**config.mk**
```make
export PLATFORM = sky130hd
export DESIGN_NAME = frame_draw_sequencer
export DESIGN_NICKNAME = d
export VERILOG_FILES = /design/src/rtl/frame_draw_sequencer.sv
export SDC_FILE = /design/constraint.sdc
export NUM_CORES = 1
export LEC_CHECK = 0
export BUFFER_PORTS_ARGS = -buffer_cell sky130_fd_sc_hd__buf_4
export CAP_MARGIN = 10
export CORE_MARGIN = 8
export CORE_UTILIZATION = 25
export CTS_CLUSTER_DIAMETER = 30
export DETAILED_ROUTE_END_ITERATION = 10
export PLACE_DENSITY_LB_ADDON = 0.2
export SKIP_LAST_GASP = 1
export SLEW_MARGIN = 0
export SYNTH_ARGS = -nofsm -noshare
export SYNTH_HDL_FRONTEND = slang
export SYNTH_SLANG_ARGS = --single-unit
```
**constraint.sdc**
```tcl
create_clock -name clk_i -period 3.5 [get_ports clk_i]
set_input_delay 0.175 -clock clk_i [delete_from_list [all_inputs] [get_ports clk_i]]
set_output_delay 0.175 -clock clk_i [all_outputs]
set_load 0.01 [all_outputs]
```
**src/rtl/frame_draw_sequencer.sv**
```systemverilog
// Per-frame sequencer for the breakout datapath: erases, moves and redraws the paddle,
// then the ball, one pixel per clock. It is the only writer to the VGA plot port.
module frame_draw_sequencer #(
  parameter int unsigned PADDLE_HALF  = 40,
  parameter int unsigned PADDLE_H     = 4,
  parameter int unsigned PADDLE_Y     = 440,
  parameter int unsigned PADDLE_RST_X = 320,
  parameter int unsigned BALL_SZ      = 4,
  parameter int unsigned BALL_RST_X   = 318,
  parameter int unsigned BALL_RST_Y   = 238,
  parameter logic [2:0]  BG_COL       = 3'b000,
  parameter logic [2:0]  PADDLE_COL   = 3'b111,
  parameter logic [2:0]  BALL_COL     = 3'b110
) (
  input  logic       clk_i,
  input  logic       resetn_i,
  input  logic       frame_tick_i,
  input  logic [9:0] paddle_x_i,
  input  logic [9:0] ball_x_i,
  input  logic [8:0] ball_y_i,
  output logic       paddle_en_o,
  output logic       ball_en_o,
  output logic [9:0] vga_x_o,
  output logic [8:0] vga_y_o,
  output logic [2:0] vga_colour_o,
  output logic       vga_plot_o,
  output logic       busy_o,
  output logic       frame_overrun_o
);

  localparam int unsigned PW = 2 * PADDLE_HALF;

  typedef enum logic [3:0] {
    IDLE, ERASE_P, MOVE_P, LATCH_P, DRAW_P, ERASE_B, MOVE_B, LATCH_B, DRAW_B
  } state_e;

  state_e      state_q, state_d;
  logic [7:0]  cx_q, cx_d, cy_q, cy_d;
  logic [9:0]  old_px_q, old_px_d, old_bx_q, old_bx_d;
  logic [8:0]  old_by_q, old_by_d;
  logic        overrun_q, overrun_d;
  logic [9:0]  vga_x_q;
  logic [8:0]  vga_y_q;
  logic [2:0]  vga_col_q;
  logic        vga_plot_q;

  logic [10:0] pix_x;
  logic [9:0]  pix_y;
  logic [2:0]  pix_col;
  logic        pix_active, pix_visible, paddle_phase;
  logic [7:0]  last_cx, last_cy;

  always_comb begin
    state_d    = state_q;
    cx_d       = cx_q;
    cy_d       = cy_q;
    old_px_d   = old_px_q;
    old_bx_d   = old_bx_q;
    old_by_d   = old_by_q;
    overrun_d  = overrun_q | (frame_tick_i && (state_q != IDLE));
    pix_x      = '0;
    pix_y      = '0;
    pix_col    = BG_COL;
    pix_active = 1'b0;

    paddle_phase = (state_q == ERASE_P) || (state_q == DRAW_P);
    last_cx      = paddle_phase ? 8'(PW - 1) : 8'(BALL_SZ - 1);
    last_cy      = paddle_phase ? 8'(PADDLE_H - 1) : 8'(BALL_SZ - 1);

    case (state_q)
      IDLE: begin
        if (frame_tick_i) begin
          state_d = ERASE_P;
          cx_d    = '0;
          cy_d    = '0;
        end
      end
      ERASE_P, DRAW_P: begin
        pix_active = 1'b1;
        pix_x      = {1'b0, old_px_q} - 11'(PADDLE_HALF) + 11'(cx_q);
        pix_y      = 10'(PADDLE_Y) + 10'(cy_q);
        pix_col    = (state_q == ERASE_P) ? BG_COL : PADDLE_COL;
      end
      MOVE_P: state_d = LATCH_P;
      LATCH_P: begin
        old_px_d = paddle_x_i;
        state_d  = DRAW_P;
      end
      ERASE_B, DRAW_B: begin
        pix_active = 1'b1;
        pix_x      = {1'b0, old_bx_q} + 11'(cx_q);
        pix_y      = {1'b0, old_by_q} + 10'(cy_q);
        pix_col    = (state_q == ERASE_B) ? BG_COL : BALL_COL;
      end
      MOVE_B: state_d = LATCH_B;
      LATCH_B: begin
        old_bx_d = ball_x_i;
        old_by_d = ball_y_i;
        state_d  = DRAW_B;
      end
      default: state_d = IDLE;
    endcase

    // Row-major scan; the rectangle's last pixel hands over to the next phase.
    if (pix_active) begin
      if (cx_q == last_cx) begin
        cx_d = '0;
        if (cy_q == last_cy) begin
          cy_d = '0;
          case (state_q)
            ERASE_P: state_d = MOVE_P;
            DRAW_P:  state_d = ERASE_B;
            ERASE_B: state_d = MOVE_B;
            default: state_d = IDLE;
          endcase
        end else begin
          cy_d = cy_q + 8'd1;
        end
      end else begin
        cx_d = cx_q + 8'd1;
      end
    end

    // Bit 10 set means the paddle's left edge underflowed below column 0.
    pix_visible = pix_active && !pix_x[10] && (pix_x[9:0] < 10'd640) && (pix_y < 10'd480);
  end

  always_ff @(posedge clk_i or negedge resetn_i) begin
    if (!resetn_i) begin
      state_q    <= IDLE;
      cx_q       <= '0;
      cy_q       <= '0;
      old_px_q   <= 10'(PADDLE_RST_X);
      old_bx_q   <= 10'(BALL_RST_X);
      old_by_q   <= 9'(BALL_RST_Y);
      overrun_q  <= 1'b0;
      vga_x_q    <= '0;
      vga_y_q    <= '0;
      vga_col_q  <= '0;
      vga_plot_q <= 1'b0;
    end else begin
      state_q    <= state_d;
      cx_q       <= cx_d;
      cy_q       <= cy_d;
      old_px_q   <= old_px_d;
      old_bx_q   <= old_bx_d;
      old_by_q   <= old_by_d;
      overrun_q  <= overrun_d;
      vga_plot_q <= pix_visible;
      if (pix_active) begin
        vga_x_q   <= pix_x[9:0];
        vga_y_q   <= pix_y[8:0];
        vga_col_q <= pix_col;
      end
    end
  end

  assign paddle_en_o     = (state_q == MOVE_P);
  assign ball_en_o       = (state_q == MOVE_B);
  assign busy_o          = (state_q != IDLE);
  assign frame_overrun_o = overrun_q;
  assign vga_x_o         = vga_x_q;
  assign vga_y_o         = vga_y_q;
  assign vga_colour_o    = vga_col_q;
  assign vga_plot_o      = vga_plot_q;

endmodule

```
After elaboration in Yosys (flattened, before gate mapping) --
Index checks and enable logic that the tools add are counted.
Operators by class: add/sub/neg operators 7, order comparisons 2, equality and inequality tests 10, muxes and demuxes 22, bitwise operators 1, reduce and logical (&&, ||, !) cells 14
Operator list (number):
- 8-bit two-way mux | 9
- 4-bit case mux with 6 select lines | 1
- 11-bit case mux with 2 select lines | 1
- 10-bit case mux with 2 select lines | 1
- 8-bit by 1-bit adder with 8-bit output (second input constant) | 2
- 4-bit by 3-bit == test with 1-bit output (second input constant) | 4
- 4-bit two-way mux | 4
- 10-bit by 8-bit adder with 11-bit output | 1
- 11-bit by 8-bit adder with 11-bit output | 1
- 10-bit by 6-bit subtractor with 11-bit output (second input constant) | 1
- 9-bit by 8-bit adder with 10-bit output | 1
- 9-bit by 8-bit adder with 10-bit output (first input constant) | 1
- 10-bit < comparator (second input constant) | 1
- 10-bit by 9-bit < comparator with 1-bit output (second input constant) | 1
- 3-bit case mux with 3 select lines | 1
- 4-bit by 2-bit == test with 1-bit output (second input constant) | 2
- 8-bit by 2-bit == test with 1-bit output (second input constant) | 1
- 8-bit by 7-bit == test with 1-bit output | 1
- 7-bit two-way mux | 1
- 3-bit two-way mux | 2
- 3-bit case mux with 2 select lines | 1
- 4-bit by 1-bit == test with 1-bit output (second input constant) | 1
- 4-bit == test (second input constant) | 1
- 1-bit logical AND | 4
- other kinds (10) | 12
Storage, ports and cells: flip-flop bits (word level) 73, input bits 32, logic and storage cells 67

Depth between registers and ports, before layout --
word-level depth 7, depth in mapped cells 12

Worst setup path before layout --
Ideal clock, no wire load.
path kind reg2reg, start reg cx_q[1], end reg vga_plot_q, in the netlist vga_plot_o, data arrival time 2350 ps, required time 3399 ps, path slack 1049 ps, cell stages (with the launch flop) 13, buffers on the path 0, period minus slack after synthesis 2451 ps, cell sequence dfrtp_1 > ha_1 > ha_1 > inv_1 > fa_1 > nand2b_1 > a21oi_1 > o21ai_0 > nor2b_1 > xnor2_1 > a22oi_1 > a21oi_1 > nor4_1
Between the ends: longest elaborated chain between the ends 6, elaborated cells on any way between the ends 8, those cells by class 2 x add/sub; 1 x order compare; 1 x mux; 4 x reduce/logical
Ends and longest elaborated chain:
- start, declared | RTL line 38 | logic [7:0] cx_q, cx_d, cy_q, cy_d;
- start signal, assigned | RTL line 131 | cx_q <= '0;
- start signal, assigned | RTL line 143 | cx_q <= cx_d;
- 11-bit by 8-bit adder with 11-bit output / 10-bit by 8-bit adder with 11-bit output (equally long branches) | RTL line 80, 91
- 11-bit case mux with 2 select lines (*) | RTL line 70 | case (state_q)
- parallel branches: the longest is 2 deep, another holds 10-bit < comparator
- 1-bit logical AND (*) (2 in series) | RTL line 125 | pix_visible = pix_active && !pix_x[10] && (pix_x[9:0] < 10'd640) && (pix_y < 10'd480);
- named net pix_visible | RTL line 50 | logic pix_active, pix_visible, paddle_phase;
- end signal, assigned | RTL line 149 | vga_plot_q <= pix_visible;
- end, declared | RTL line 45 | logic vga_plot_q;
Mark *: on every way through the listed nets, which the timed path passes. A chain may end at the register's enable or synchronous reset.

Worst setup path in the final report --
Same ends and word-level chain as after synthesis.

==> flow_metrics.tcl <==
set metrics [dict create \
    cts_made_buffers 9 \
    grt_use_total 0.1099 \
    rows 49 \
    synth_warnings 0 \
    report.final.slew_viol_count 0 \
    cts_buffer_depth 2 \
    vias_per_cell 4.737 \
    synth_edf_count 0 \
    path_max_fanout 7 \
    synth.distinct_cells 56 \
    clock.fmax_ghz 0.3637 \
    holdWs_ps -0.2935 \
    cts_tree "yes" \
    grt_remaining_overflow 0 \
    start_util 0.2526 \
    io_buffers 58 \
    final_area_um2 5477 \
    yosysMostFrequentCell "dfrtp_1" \
    synth_cells 473 \
    skew_ps 9.620 \
    clockRootBuffer "clkbuf_16" \
    ff2ff_setup_slack_ps 750 \
    drive_gt1_frac 0.2341 \
    ys_async_sr_fraction 1.000 \
    ys_seq_area_frac 0.4050 \
    grt_pass1_wl_um 19340 \
    tightestPinTransition_ps 953.0 \
    period_minus_slack_ps 2750 \
    vdd_drop_max_mv 0.2246 \
    grt_max_degree 73 \
    dp.cells 747 \
    clkSlewWorstSetupHoldPaths_ps 50 \
    reg2reg_depth 12 \
    hpwl_um 8857 \
    status "finished with violations" \
    power_uw 1931 \
    syn_nets 545 \
    synthTopCellsByCount "dfrtp_1, nand2_1, ha_1" \
    synth_area_per_cell_um2 9.496 \
    totalNegativeSetupSlack_ps 0 \
    ctsHtreeMaxLevel 3 \
    routed_wl_um 11910 \
    slew_headroom 0.3647 \
    die_x_um 150.0 \
    rsz0062_at_grt "no" \
    violations "negative hold slack" \
    r2r_start "cx_q[1]" \
    grt_pass1_vias 3764 \
    fin_crit_sh 0.7857 \
    rr_endpoint "vga_plot_o" \
    worstSkewPairLatency_ps 340 \
    synth.cell_area_um2 4492 \
    place.gp.congestion 0.7825 \
    hold_class "input pin to async pin" \
    synth_top_area_share 0.3231 \
    cp.arrival_ps 2990 \
    die_area_um2 22510 \
    dr.pass1.iters 5 \
    drcViolationCount 0 \
    cts_setup_buffers 0 \
    finalSetupViolCount 0 \
    instances_no_fill 763 \
    nets 601 \
    hold_buffers 0 \
    grt_antenna_before_repair 0 \
    critPathKind "register to register" \
    leakagePower_uw 0.002394 \
    yosys_most_used_dff "dfrtp_1" \
    io_pins 59 \
    p_per_area_nw_per_um2 352.7 \
    drtIter0Drc 155 \
    cap_violations 0 \
    core_area_um2 17780 \
    synth-seq-cells 72 \
    final-hold-violation-count 2 \
    insertedDiodeCount 0 \
    area.growth.synth_to_final_pct 21.92 \
    clock-sinks 72 \
    cts_resized 0 \
    start_kind "register" \
    worst_setup_path_end_kind "register" \
    die_h_um 150.0 \
    synthTopCellsByArea "dfrtp_1, ha_1, dfstp_2" \
    critPathRequiredTime_ps 3740 \
    post-route-util 0.3080 \
    synth_top_area_cell "dfrtp_1" \
    vias 3614 \
    placed_cell_area_um2 5166 \
    drt-wirelength-per-cell_um 15.61 \
    drt.antenna.violating_nets 0 \
]
-- metal layers --
metal  track usage  vias to the layer above  wire [µm]
li1              -                     1799          -
met5             0                        -          0
met3       0.03750                       12        483
met4       0.03098                        0        151
met2        0.1874                       63       5802
met1        0.1284                     1740       5475
-- cells by family (layout without fill, tap and decap cells) --
kind of cell    count (synthesis)  count (layout)  synth area share
fa+ha+maj                      40              40            0.1164
mux                            23              23           0.05766
buf+inv                        51             112           0.04763
compound gates                106             106            0.1518
simple gates                  158             158            0.1749
flops                          72              72            0.4050
xor+xnor                       23              23           0.04652
-- state kept, by name (all words and copies together), names as in the netlist --
signal	count
vga_x_o	10
vga_y_o	9
old_px_q	10
old_by_q	9
frame_overrun_o	1
cx_q	8
cy_q	8
vga_colour_o	2
vga_plot_o	1
old_bx_q	10
state_q	4
-- worst max-delay path: stages (launching register included) --
cell,delay [ps]
dfrtp_1,460
ha_1,320
ha_1,160
inv_1,50
fa_1,390
nand2b_1,180
a21oi_1,190
o21ai_0,130
nor2b_1,160
xnor2_1,120
a22oi_1,190
a21oi_1,110
nor4_1,170
-- cell type report --
class	instances	area, µm²
multi-input cells	350	2464
fillers	1899	12300
clock buffers	13	270.3
clock inverters	3	40.04
well taps	229	286.5
inverters	33	123.9
flip-flops and latches	72	1819
repair buffers	63	473.0
-- worst max path at each step --
stage                 start          to  slack (ps)  depth (start not counted)
floorplan           cx_q[1]  vga_plot_o        1050                         12
global placement    cx_q[1]  vga_plot_o         810                         12
detailed placement  cx_q[1]  vga_plot_o         750                         12
CTS                 cx_q[1]  vga_plot_o         730                         12
global route        cx_q[1]  vga_plot_o         490                         12
finish              cx_q[1]  vga_plot_o         750                         12
-- per-stage QoR --
stage / hold slack (ps) / setup WS (ps)
after CTS: 28.16 / 733.0
after detailed placement: 393.7 / 754.3
after global placement: 384.6 / 812.6
final: -0.2935 / 750.2
after floorplan: -120.6 / 1049
after global routing: 48.39 / 486.4
-- power by group --
group | switching, µW | leakage, µW | internal, µW
Sequential | 9.19 | 0.000783 | 850
Clock | 352 | 0.000156 | 608
Combinational | 55.8 | 0.00145 | 56.7
-- cells in the final DEF (no fill, tap or decap), drive strengths merged, types with 9 or more instances in the layout --
| cell type | instances |
|---|---|
| buf | 63 |
| clkbuf | 13 |
| o21ai | 40 |
| nor2 | 26 |
| xnor2 | 14 |
| dfrtp | 58 |
| dfstp | 14 |
| ha | 37 |
| nand2b | 11 |
| nand4 | 9 |
| a21oi | 19 |
| nand3 | 14 |
| a22oi | 12 |
| inv | 33 |
| mux2 | 23 |
| xor2 | 9 |
| nand2 | 49 |
| nor3 | 19 |
Power figures use the tool's default switching activity.
